**config.mk**
```make
export PLATFORM = sky130hd
export DESIGN_NAME = cis_skipper_cds_accumulator_flat
export DESIGN_NICKNAME = d
export VERILOG_FILES = /design/src/rtl/cis_skipper_cds_if.sv /design/src/rtl/cis_skipper_cds_accumulator.sv /design/src/flat_wrapper.sv
export SDC_FILE = /design/constraint.sdc
export NUM_CORES = 1
export LEC_CHECK = 0
export BUFFER_PORTS_ARGS = -buffer_cell sky130_fd_sc_hd__buf_4
export CORE_MARGIN = 2
export CORE_UTILIZATION = 60
export DETAILED_ROUTE_END_ITERATION = 8
export PLACE_DENSITY = 0.81
export SLEW_MARGIN = 20
export SYNTH_ARGS = -nofsm -noshare
export SYNTH_HDL_FRONTEND = slang
export SYNTH_SLANG_ARGS = --single-unit
```
**constraint.sdc**
```tcl
create_clock -name clk -period 9.7 [get_ports clk]
set_input_delay 1.94 -clock clk [delete_from_list [all_inputs] [get_ports clk]]
set_output_delay 1.94 -clock clk [all_outputs]
set_load 0.02 [all_outputs]
```
**src/rtl/cis_skipper_cds_if.sv**
```systemverilog
// Pattern-controller strobes, ADC stream and pixel-result handshake between the
// SPROCKET front end and the CDS accumulator.
interface cis_skipper_cds_if #(
  parameter int ADC_W = 16,
  parameter int ACC_W = ADC_W + 11
) ();
  logic                    sprocket_phi1;
  logic                    sprocket_phi2;
  logic [ADC_W-1:0]        adc_data;
  logic                    adc_valid;
  logic [9:0]              skip_samples;
  logic                    pix_clear;
  logic signed [ACC_W-1:0] pix_data;
  logic [9:0]              pix_nsamp;
  logic [3:0]              pix_idx;
  logic                    pix_valid;
  logic                    pix_ready;
  logic                    ovf_err;
  logic                    seq_err;

  modport master (
    output sprocket_phi1, sprocket_phi2, adc_data, adc_valid, skip_samples, pix_clear, pix_ready,
    input  pix_data, pix_nsamp, pix_idx, pix_valid, ovf_err, seq_err
  );

  modport slave (
    input  sprocket_phi1, sprocket_phi2, adc_data, adc_valid, skip_samples, pix_clear, pix_ready,
    output pix_data, pix_nsamp, pix_idx, pix_valid, ovf_err, seq_err
  );
endinterface

```
**src/rtl/cis_skipper_cds_accumulator.sv**
```systemverilog
// Skipper CDS accumulator: pairs phi1/phi2-armed ADC samples into (signal - baseline)
// differences and sums skip_samples of them into one held pixel result.
//
//  state    | meaning
//  IDLE     | no pixel in progress; rise1 starts a pixel
//  ARM_BASE | waiting for the ADC sample that becomes the baseline
//  WAIT_SIG | baseline held, waiting for the phi2 edge
//  ARM_SIG  | waiting for the ADC sample that becomes the signal
module cis_skipper_cds_accumulator #(
  parameter int ADC_W              = 16,
  parameter int PIXEL_CLUSTER_SIZE = 16,
  parameter int ACC_W              = ADC_W + 11
) (
  input logic               clk,
  input logic               reset,
  cis_skipper_cds_if.slave  cds
);

  typedef enum logic [1:0] {IDLE, ARM_BASE, WAIT_SIG, ARM_SIG} state_t;

  state_t                  state;
  logic                    phi1_d;
  logic                    phi2_d;
  logic [ADC_W-1:0]        baseline;
  logic signed [ACC_W-1:0] acc;
  logic [9:0]              cnt;
  logic [9:0]              n_tgt;
  logic [3:0]              pix_cnt;

  logic signed [ACC_W-1:0] pix_data_q;
  logic [9:0]              pix_nsamp_q;
  logic [3:0]              pix_idx_q;
  logic                    pix_valid_q;
  logic                    ovf_err_q;
  logic                    seq_err_q;

  logic                    rise1;
  logic                    rise2;
  logic signed [ADC_W:0]   diff;
  logic signed [ACC_W-1:0] acc_sum;
  logic                    last_pair;
  logic                    publish;
  logic [3:0]              pix_cnt_next;

  assign rise1        = cds.sprocket_phi1 & ~phi1_d;
  assign rise2        = cds.sprocket_phi2 & ~phi2_d;
  assign diff         = $signed({1'b0, cds.adc_data}) - $signed({1'b0, baseline});
  assign acc_sum      = acc + {{(ACC_W-ADC_W-1){diff[ADC_W]}}, diff};
  assign last_pair    = (cnt + 10'd1) == n_tgt;
  // A re-arming phi2 edge in ARM_SIG discards that cycle's ADC sample.
  assign publish      = (state == ARM_SIG) & ~rise2 & cds.adc_valid & last_pair;
  assign pix_cnt_next = (pix_cnt == 4'(PIXEL_CLUSTER_SIZE-1)) ? 4'd0 : pix_cnt + 4'd1;

  always_ff @(posedge clk or posedge reset) begin
    if (reset) begin
      state       <= IDLE;
      phi1_d      <= 1'b0;
      phi2_d      <= 1'b0;
      baseline    <= '0;
      acc         <= '0;
      cnt         <= '0;
      n_tgt       <= '0;
      pix_cnt     <= '0;
      pix_data_q  <= '0;
      pix_nsamp_q <= '0;
      pix_idx_q   <= '0;
      pix_valid_q <= 1'b0;
      ovf_err_q   <= 1'b0;
      seq_err_q   <= 1'b0;
    end else begin
      phi1_d <= cds.sprocket_phi1;
      phi2_d <= cds.sprocket_phi2;
      if (cds.pix_clear) begin
        state       <= IDLE;
        acc         <= '0;
        cnt         <= '0;
        pix_cnt     <= '0;
        pix_valid_q <= 1'b0;
        ovf_err_q   <= 1'b0;
        seq_err_q   <= 1'b0;
      end else begin
        if (pix_valid_q && cds.pix_ready) pix_valid_q <= 1'b0;

        case (state)
          IDLE: begin
            if (rise1) begin
              n_tgt <= (cds.skip_samples == 10'd0) ? 10'd1 : cds.skip_samples;
              acc   <= '0;
              cnt   <= '0;
              state <= ARM_BASE;
            end else if (rise2) begin
              seq_err_q <= 1'b1;
            end
          end
          ARM_BASE: begin
            if (!rise1) begin
              if (rise2) seq_err_q <= 1'b1;
              if (cds.adc_valid) begin
                baseline <= cds.adc_data;
                state    <= WAIT_SIG;
              end
            end
          end
          WAIT_SIG: begin
            if (rise2) begin
              state <= ARM_SIG;
            end else if (rise1) begin
              // Only the first pair may not see a second phi1 before its signal.
              if (cnt == 10'd0) seq_err_q <= 1'b1;
              state <= ARM_BASE;
            end
          end
          ARM_SIG: begin
            if (!rise2) begin
              if (rise1) seq_err_q <= 1'b1;
              if (cds.adc_valid) begin
                acc   <= acc_sum;
                cnt   <= cnt + 10'd1;
                state <= last_pair ? IDLE : WAIT_SIG;
              end
            end
          end
          default: state <= IDLE;
        endcase

        if (publish) begin
          pix_cnt <= pix_cnt_next;
          if (pix_valid_q && !cds.pix_ready) begin
            ovf_err_q <= 1'b1;
          end else begin
            pix_data_q  <= acc_sum;
            pix_nsamp_q <= n_tgt;
            pix_idx_q   <= pix_cnt;
            pix_valid_q <= 1'b1;
          end
        end
      end
    end
  end

  assign cds.pix_data  = pix_data_q;
  assign cds.pix_nsamp = pix_nsamp_q;
  assign cds.pix_idx   = pix_idx_q;
  assign cds.pix_valid = pix_valid_q;
  assign cds.ovf_err   = ovf_err_q;
  assign cds.seq_err   = seq_err_q;

endmodule

```
**src/flat_wrapper.sv**
```systemverilog
// flat-port wrapper written by rule: the top's interface ports become plain ports
module cis_skipper_cds_accumulator_flat 
#(
  parameter int ADC_W              = 16,
  parameter int PIXEL_CLUSTER_SIZE = 16,
  parameter int ACC_W              = ADC_W + 11
)
  (clk, reset, cds_sprocket_phi1, cds_sprocket_phi2, cds_adc_data, cds_adc_valid, cds_skip_samples, cds_pix_clear, cds_pix_ready, cds_pix_data, cds_pix_nsamp, cds_pix_idx, cds_pix_valid, cds_ovf_err, cds_seq_err);
  cis_skipper_cds_if #(.ADC_W(ADC_W), .ACC_W(ACC_W)) cds_i ();
  input logic clk;
  input logic reset;
  input wire logic [$bits(cds_i.sprocket_phi1)-1:0] cds_sprocket_phi1;
  input wire logic [$bits(cds_i.sprocket_phi2)-1:0] cds_sprocket_phi2;
  input wire logic [$bits(cds_i.adc_data)-1:0] cds_adc_data;
  input wire logic [$bits(cds_i.adc_valid)-1:0] cds_adc_valid;
  input wire logic [$bits(cds_i.skip_samples)-1:0] cds_skip_samples;
  input wire logic [$bits(cds_i.pix_clear)-1:0] cds_pix_clear;
  input wire logic [$bits(cds_i.pix_ready)-1:0] cds_pix_ready;
  output wire logic [$bits(cds_i.pix_data)-1:0] cds_pix_data;
  output wire logic [$bits(cds_i.pix_nsamp)-1:0] cds_pix_nsamp;
  output wire logic [$bits(cds_i.pix_idx)-1:0] cds_pix_idx;
  output wire logic [$bits(cds_i.pix_valid)-1:0] cds_pix_valid;
  output wire logic [$bits(cds_i.ovf_err)-1:0] cds_ovf_err;
  output wire logic [$bits(cds_i.seq_err)-1:0] cds_seq_err;
  assign cds_i.sprocket_phi1 = cds_sprocket_phi1;
  assign cds_i.sprocket_phi2 = cds_sprocket_phi2;
  assign cds_i.adc_data = cds_adc_data;
  assign cds_i.adc_valid = cds_adc_valid;
  assign cds_i.skip_samples = cds_skip_samples;
  assign cds_i.pix_clear = cds_pix_clear;
  assign cds_i.pix_ready = cds_pix_ready;
  assign cds_pix_data = cds_i.pix_data;
  assign cds_pix_nsamp = cds_i.pix_nsamp;
  assign cds_pix_idx = cds_i.pix_idx;
  assign cds_pix_valid = cds_i.pix_valid;
  assign cds_ovf_err = cds_i.ovf_err;
  assign cds_seq_err = cds_i.seq_err;
  cis_skipper_cds_accumulator #(.ADC_W(ADC_W), .PIXEL_CLUSTER_SIZE(PIXEL_CLUSTER_SIZE), .ACC_W(ACC_W)) u_core (.clk(clk), .reset(reset), .cds(cds_i));
endmodule
```
## Word level (Yosys, flattened, before mapping)

Cells that the tools add are included.

| storage, ports and cells | value |
|---|---|
| register bits | 115 |
| bits of input ports | 33 |

| cells by class | value |
|---|---|
| add/sub/neg operators | 4 |
| equal/unequal tests | 16 |
| mux-type cells | 39 |
| bitwise logic cells | 11 |
| reductions and logical operators | 17 |

Operator list:

| cell | count |
|---|---|
| $mux 27 | 4 |
| $pmux 27 s2 | 1 |
| $mux 10 | 5 |
| $add 27x27->27 | 1 |
| $logic_not 10->1 | 2 |
| $pmux 10 s2 | 1 |
| $ne 3x3->1 const B | 6 |
| $sub 16x16->17 | 1 |
| $mux 2 | 8 |
| $mux 1 | 15 |
| $mux 4 | 3 |
| $ne 3x2->1 const B | 4 |
| $reduce_and 4->1 | 3 |
| $add 10x1->10 const B | 1 |
| $eq 10x10->1 | 1 |
| $pmux 2 s4 | 1 |
| $reduce_and 7->1 | 1 |
| $not 1->1 | 6 |
| $reduce_and 3->1 | 2 |
| $and 1x1->1 | 5 |
| $add 4x1->4 const B | 1 |
| $eq 2x2->1 const B | 2 |
| $eq 4x4->1 const B | 1 |
| $reduce_bool 2->1 | 2 |
| other kinds (9) | 10 |

## Longest topological paths before layout

Gate-level depths: netlist of the first run.

| logic depth | value |
|---|---|
| word-level depth | 8 |
| mapped depth | 20 |

## Worst setup path after synthesis of the first run

OpenSTA, ideal clock, no wires.

| timing | value |
|---|---|
| kind | input to register |
| start point | in cds_adc_data[0] |
| end point | reg u_core.pix_data_q[25] (netlist: u_core.cds.pix_data[25]) |
| arrival time | 5741 ps |
| data required time | 9575 ps |
| path slack | 3834 ps |
| stages on the path | 19 |
| path through | inv_1 -> ha_1 -> fa_1 -> nor2b_1 -> o21ai_0 -> a21oi_1 -> nor3_1 -> o31ai_1 -> inv_1 -> ha_1 -> buf_6 -> a21oi_2 -> o21ai_1 -> or4_1 -> a221o_1 -> or3_1 -> o22a_1 -> xor2_1 -> mux2_4 |

| between the ends | value |
|---|---|
| cells in the longest elaborated chain, start to end | 2 |

Ends and longest elaborated chain:

| what | RTL line | source |
|---|---|---|
| from (decl) | flat_wrapper.sv:14 | `input wire logic [$bits(cds_i.adc_data)-1:0] cds_adc_data;` |
| $sub 16x16->17 | cis_skipper_cds_accumulator.sv:47 | `assign diff = $signed({1'b0, cds.adc_data}) - $signed({1'b0, baseline});` |
| $add 27x27->27 | cis_skipper_cds_accumulator.sv:48 | `assign acc_sum = acc + {{(ACC_W-ADC_W-1){diff[ADC_W]}}, diff};` |
| to (signal assigned) | cis_skipper_cds_accumulator.sv:131 | `pix_data_q <= acc_sum;` |
| to (decl) | cis_skipper_cds_accumulator.sv:30 | `logic signed [ACC_W-1:0] pix_data_q;` |

No other way between the ends.
A chain may end at the register's enable or synchronous reset.

## Worst setup path in the final report of the first run

| timing | value |
|---|---|
| start point | in cds_adc_data[1] |
| end point | reg u_core.acc[26] |

| between the ends | value |
|---|---|
| cells in the longest elaborated chain, start to end | 6 |

Ends and longest elaborated chain:

| what | RTL line | source |
|---|---|---|
| $sub 16x16->17 | cis_skipper_cds_accumulator.sv:47 |  |
| $add 27x27->27 | cis_skipper_cds_accumulator.sv:48 |  |
| $mux 27 | cis_skipper_cds_accumulator.sv:116 | `if (cds.adc_valid) begin` |
| $mux 27 | cis_skipper_cds_accumulator.sv:114 | `if (!rise2) begin` |
| $pmux 27 s2 | cis_skipper_cds_accumulator.sv:84 | `case (state)` |
| $mux 27 | cis_skipper_cds_accumulator.sv:73 | `if (cds.pix_clear) begin` |
| to (signal assigned) | cis_skipper_cds_accumulator.sv:117 | `acc <= acc_sum;` |
| to (decl) | cis_skipper_cds_accumulator.sv:25 | `logic signed [ACC_W-1:0] acc;` |

No other way between the ends. The select of a mux whose other input is x is not followed.

==> results of run 1 <==
-- state kept, by name, summed over array words and instances (netlist names), 2 cells and up --
signal                count
u_core.acc               27
u_core.baseline          16
u_core.cds.pix_data      27
u_core.cds.pix_idx        4
u_core.cds.pix_nsamp     10
u_core.cnt               10
u_core.n_tgt             10
u_core.pix_cnt            4
u_core.state              2
-- area by class of cell --
type | instances | area [um2] | area share
Multi-Input combinational cell | 579 | 3890 | 0.471
Inverter | 40 | 153 | 0.0185
Clock inverter | 4 | 47.5 | 0.00575
Clock buffer | 26 | 509 | 0.0616
Sequential cell | 115 | 2880 | 0.348
Timing Repair Buffer | 81 | 608 | 0.0736
Tap cell | 143 | 179 | 0.0216
-- power breakdown --
group / total (mW) / switching [mW] / internal [mW]
Combinational: 0.533 / 0.319 / 0.214
Clock: 0.592 / 0.210 / 0.382
Sequential: 0.532 / 0.0207 / 0.511
-- how the worst min path moves through the flow --
stage,from,end,slack (ns),cells past startpoint
floorplan,u_core.acc[16],u_core.acc[16],0.46,2
global placement,u_core.cds.pix_nsamp[6],u_core.cds.pix_nsamp[6],0.45,2
detailed placement,u_core.cds.pix_nsamp[7],u_core.cds.pix_nsamp[7],0.46,2
CTS,u_core.cds.pix_nsamp[7],u_core.cds.pix_nsamp[7],0.47,2
global route,u_core.cds.pix_nsamp[3],u_core.cds.pix_nsamp[3],0.50,2
finish,u_core.cds.pix_nsamp[5],u_core.cds.pix_nsamp[5],0.47,2
-- metal layers --
metal / track usage / vias to the layer above / part of all wire
met2: 0.455 / 186 / 0.48
li1: - / 2835 / -
met3: 0.0610 / 28 / 0.053
met1: 0.361 / 2826 / 0.45
met5: 0 / - / 0
met4: 0.104 / 0 / 0.019
-- logic make-up after synthesis --
family / Yosys count / share of synthesized area
fa+ha+maj: 48 / 0.0875
flops: 115 / 0.409
mux: 28 / 0.0450
compound gates: 205 / 0.194
buf+inv: 71 / 0.0416
xor+xnor: 48 / 0.0598
simple gates: 250 / 0.163
-- critical path: stages --
cell,delay (ns)
buf_4,0.12
ha_1,0.28
nor2b_1,0.12
o21ai_0,0.23
a21boi_0,0.26
o311ai_0,0.53
a21boi_0,0.26
o21ai_0,0.20
nand2_1,0.08
xor2_1,0.16
ha_1,0.36
a21o_1,0.21
a21o_1,0.17
a221oi_1,0.52
a21oi_1,0.28
a31oi_1,0.27
xnor2_1,0.14
or3_1,0.33
o21ai_0,0.08
-- stage by stage --
stage               setup slack [ns]  total power [mW]  cell area (um2)  std cells  utilization
detailed placement              3.21              1.06             7710        958        0.675
CTS                             3.64              1.66             8270        988        0.724
global route                    3.19              1.75             8270        988        0.724
floorplan                       3.83             0.944             7030        765            -
global placement                3.27              1.04             7710        958        0.675
finish                          3.51              1.66             8270        988        0.724
-- Yosys cell counts, drive strengths merged, types with 10 or more instances --
cell type,number,area share
a21o,11,0.012
nor2,47,0.025
inv,40,0.021
xnor2,34,0.042
clkbuf,19,0.010
mux2,26,0.042
a21oi,49,0.035
ha,46,0.082
a22o,23,0.029
nor2b,12,0.011
nor3,13,0.010
o31ai,10,0.011
buf,12,0.010
xor2,14,0.017
dfrtp,115,0.41
nand2,127,0.068
o21ai,60,0.043
==> impl_metrics.ini, run 1 <==
[timing]
fin_skew_ns = 0.0104
timing.final.max_slew_violations = 0
layout_min_cycle_time_ns = 6.19
rsz0062_at_grt = false
fmax_mhz = 161
final.setup.tns_ns = 0
finalHoldViolations = 0
tightest_slew_ns = 1.08
setup_viol = 0
whs_ns = 0.466
relSlewSlack = 0.281
period_share = 0.639

[worst_setup_path]
endpoint = u_core.acc[26]
cp.required_ns = 10.03
r2r-start = u_core.baseline[1]
rr_endpoint = u_core.acc[26]
startpoint_type = input port
end_kind = register
cp_max_fo = 5
rr_worst_depth = 19
cp.arrival_ns = 6.53
r2r_setup_slack_ns = 4.74
critPathKind = in -> reg
critPathLaunch = cds_adc_data[1]

[cts]
cts_root_buffer = clkbuf_16
cts_buffers = 17
path_clk_slew_ns = 0.05
cts_resized = 0
clk_latency_ns = 0.42
cts_hold_buf = 0
cts_tree = done
postCtsSetupBuffers = 0
cts_buffer_depth = 2
htree_num_levels = 4
cts.sinks = 115

[layout]
fill_cells = 863
final_common_cell = nand2_1
drive_above_1_share = 0.178
nets = 915
diodes = 0
layout_common_cells = 127 x nand2_1, 115 x dfrtp_1, 81 x buf_4, 58 x o21ai_0, 48 x a21oi_1
area_growth_pct = 17.5

[floorplanning]
ios = 77
die_area_um2 = 12600
dieHeight_um = 112
core_area_um2 = 11400
chipWidth_um = 112
rows = 39
floorplan.initialDensity = 0.616

[pwr]
power_leakage_nw = 4.08
power_density_nw_per_um2 = 200
irDropWorstVdd_uv = 161

[routing]
first_pass_iters = 5
postRouteWirelength_um = 16700
drc = 0
drt-vias-per-instance = 5.95
postRouteAntennaNets = 0
drtIter0Drc = 409
dr_total_vias = 5875
post_drt_wl_per_cell_um = 16.9

[global_route]
antenna_found_initial = 0
grt_pass1_wl_um = 28200
grt_pass1_vias = 5981
gr-total-overflow = 0
grt_max_degree = 74
grt_use_total = 0.277

[logic_synthesis]
yosysUniqueCellTypes = 63
yosys_warnings = 0
avgSynthCellArea_um2 = 9.19
synth.yosys.seq_area_share = 0.409
ys.flop_type = dfrtp_1
synth-edff-count = 0
synth-seq-cells = 115
synthesis.nets = 846
synthArstFlopShare = 1.00
synthCells = 765
syn_area_um2 = 7030

[status]
status = completed

[placement]
place.gp.congestion = 0.914
io_buffers = 76
detailed_place_hpwl_um = 11700

[worst_hold_path]
hp-class = reg -> reg

[run]
cap_violations = 0
(Power assumes the default switching activity.)
==> inputs of run 2 (changes only) <==
- ABC_AREA: not set -> 1
- CORE_UTILIZATION: 60 -> 54
- PLACE_DENSITY: 0.81 -> 0.77
- clock period: 9.7 -> 5.3 ns (I/O delays scaled with it)
==> impl_metrics.ini, run 2 <==
[floorplanning]
rows = 43
ios = 77
chipWidth_um = 123
floorplan.initialDensity = 0.551
core_area_um2 = 13800
dieHeight_um = 123
die_area_um2 = 15100

[cts]
cts_buffers = 17
htree_num_levels = 4
cts_tree = done
postCtsSetupBuffers = 0
cts_hold_buf = 0
cts_buffer_depth = 2
cts_root_buffer = clkbuf_16
path_clk_slew_ns = 0.06
cts.sinks = 115
clk_latency_ns = 0.43
cts_resized = 0

[global_route]
antenna_found_initial = 0
grt_pass1_vias = 7116
grt_max_degree = 81
grt_use_total = 0.282
grt_pass1_wl_um = 33300
gr-total-overflow = 0

[routing]
postRouteWirelength_um = 19900
postRouteAntennaNets = 0
drc = 0
first_pass_iters = 5
dr_total_vias = 7229
drtIter0Drc = 505
drt-vias-per-instance = 5.57
post_drt_wl_per_cell_um = 15.3

[placement]
postPlaceCellArea_um2 = 8300
io_buffers = 76
placedCellCount = 1265
detailed_place_hpwl_um = 14200
place.gp.congestion = 0.956

[logic_synthesis]
ys.flop_type = dfrtp_1
netlist.area_leader.share = 0.378
yosys.area.top_type = dfrtp_1
synth-seq-cells = 115
yosysUniqueCellTypes = 38
synth.top_cells.by_count = 323 x nand2_1, 124 x inv_1, 115 x dfrtp_1
synth.yosys.seq_area_share = 0.378
synthCells = 1030
synth-edff-count = 0
synth_area_leaders = dfrtp_1 38%, nand2_1 16%, ha_1 7.6%, inv_1 6.1%, nand4_1 4.8%
yosys_warnings = 0
synthArstFlopShare = 1.00
avgSynthCellArea_um2 = 7.39
synth_most_common_cell = nand2_1
synthesis.nets = 1111
syn_area_um2 = 7610

[timing]
period_share = 0.790
fin_skew_ns = 0.00899
tightest_slew_ns = 0.916
fmax_mhz = 239
timing.final.max_slew_violations = 0
layout_min_cycle_time_ns = 4.19
relSlewSlack = 0.387
final.setup.tns_ns = 0
finalHoldViolations = 0
setup_viol = 0
rsz0062_at_grt = false

[worst_setup_path]
crit_chain = buf_4, inv_1, ha_1, fa_1, inv_1, nand3_1, nand2_1, nand2_1, nand2_1, a21oi_1, o21bai_1, a21oi_1, xnor2_1, ha_1, a21oi_1, o21ai_0, o21bai_1, nand3_1, nand2_1, nand2_1, a22o_1
cp_max_fo = 4
cp_top_family = compound AO/OA/AOI/OAI gates
cp.required_ns = 5.61
critPathKind = in -> reg
cp_slowest_cell = fa_1
cp.arrival_ns = 4.50
worst_path_most_repeated_cell = nand2_1
startpoint_type = input port
max_stage_delay_ns = 0.42
crit_buf_inv = 3
end_kind = register

[worst_hold_path]
hp-class = reg -> reg

[pwr]
power_density_nw_per_um2 = 407
power_leakage_nw = 5.06
p_total_mw = 3.62
irDropWorstVdd_uv = 211

[layout]
multiInputGateArea_um2 = 4110
fin_cells = 1297
area_growth_pct = 16.9
fin_area_um2 = 8900
final_common_cell = nand2_1
drive_above_1_share = 0.122
layout_common_cells = 323 x nand2_1, 123 x inv_1, 115 x dfrtp_1, 82 x buf_4, 75 x nor2_1
diodes = 0
nets = 1185
regArea_um2 = 2880
fill_cells = 1232

[run]
cap_violations = 0

[status]
status = completed
run 2: cell count changes after synthesis, sizes merged, moves of 10 or more:
| cell | previous run | this run |
|---|---|---|
| nor2 | 47 | 82 |
| nor2b | 12 | 0 |
| o21ai | 60 | 31 |
| mux2 | 26 | 0 |
| o31ai | 10 | 0 |
| nand2 | 127 | 328 |
| nand4 | 1 | 60 |
| xor2 | 14 | 26 |
| inv | 40 | 127 |
| nand3 | 5 | 56 |
| xnor2 | 34 | 7 |
run 2: worst reg2reg max path, cell delays in order, from the launching register on:
cell and delay (ns):
dfrtp_1 0.38, ha_1 0.21, fa_1 0.42, inv_1 0.08, nand3_1 0.06, nand2_1 0.13
nand2_1 0.07, nand2_1 0.14, a21oi_1 0.13, o21bai_1 0.22, a21oi_1 0.12, xnor2_1 0.20
ha_1 0.33, a21oi_1 0.28, o21ai_0 0.20, o21bai_1 0.28, nand3_1 0.12, nand2_1 0.08
nand2_1 0.07, a22o_1 0.18
run 2: logic make-up (layout without fill, tap and decap cells):
logic type	after synthesis	after routing	share of synthesized area
and+or+nand+nor	544	544	0.311
buffers and inverters	154	241	0.0843
AOI/OAI and AO/OA	136	136	0.108
DFF	115	115	0.378
adders and majority gates	48	48	0.0808
xor gates and xnor gates	33	33	0.0380
run 2: final timing paths:
path | cells after the start | startpoint | end | slack, ns
max | 21 | cds_adc_data[0] | u_core.acc[23] | 1.11
min | 2 | u_core.cds.pix_data[7] | u_core.cds.pix_data[7] | 0.48
max reg2reg | 19 | u_core.baseline[0] | u_core.acc[23] | 1.52
min reg2reg | 2 | u_core.cds.pix_data[7] | u_core.cds.pix_data[7] | 0.48
max in group asynchronous | 3 | reset | u_core.state[1] | 3.58
min in group asynchronous | 2 | reset | u_core.cds.pix_nsamp[6] | 0.76
run 2: routing by layer:
layer,global-route usage,share of wire,vias to the layer above,wire (um)
met3,0.0562,0.056,45,1120
li1,-,-,3552,-
met5,0,0,-,0
met4,0.120,0.025,0,495
met2,0.465,0.48,218,9540
met1,0.361,0.44,3414,8730
run 2: layout make-up:
cell class | instances | area share
Timing Repair Buffer | 82 | 0.0691
Clock inverter | 12 | 0.0148
Sequential cell | 115 | 0.323
Clock buffer | 20 | 0.0524
Inverter | 127 | 0.0541
Tap cell | 180 | 0.0253
Multi-Input combinational cell | 761 | 0.461
run 2: metrics by stage:
stage | hold WS (ns) | setup WS, ns | utilization
floorplan | 0.457 | 1.20 | -
global placement | 0.465 | 0.847 | 0.601
detailed placement | 0.468 | 0.762 | 0.601
CTS | 0.486 | 1.18 | 0.644
global route | 0.502 | 0.785 | 0.644
finish | 0.482 | 1.11 | 0.644
run 2: where the power goes:
group	total [mW]	internal [mW]	switching, mW
sequential	0.997	0.953	0.0443
combinational	1.47	0.477	0.990
clock	1.16	0.727	0.432
total	3.62	2.16	1.47
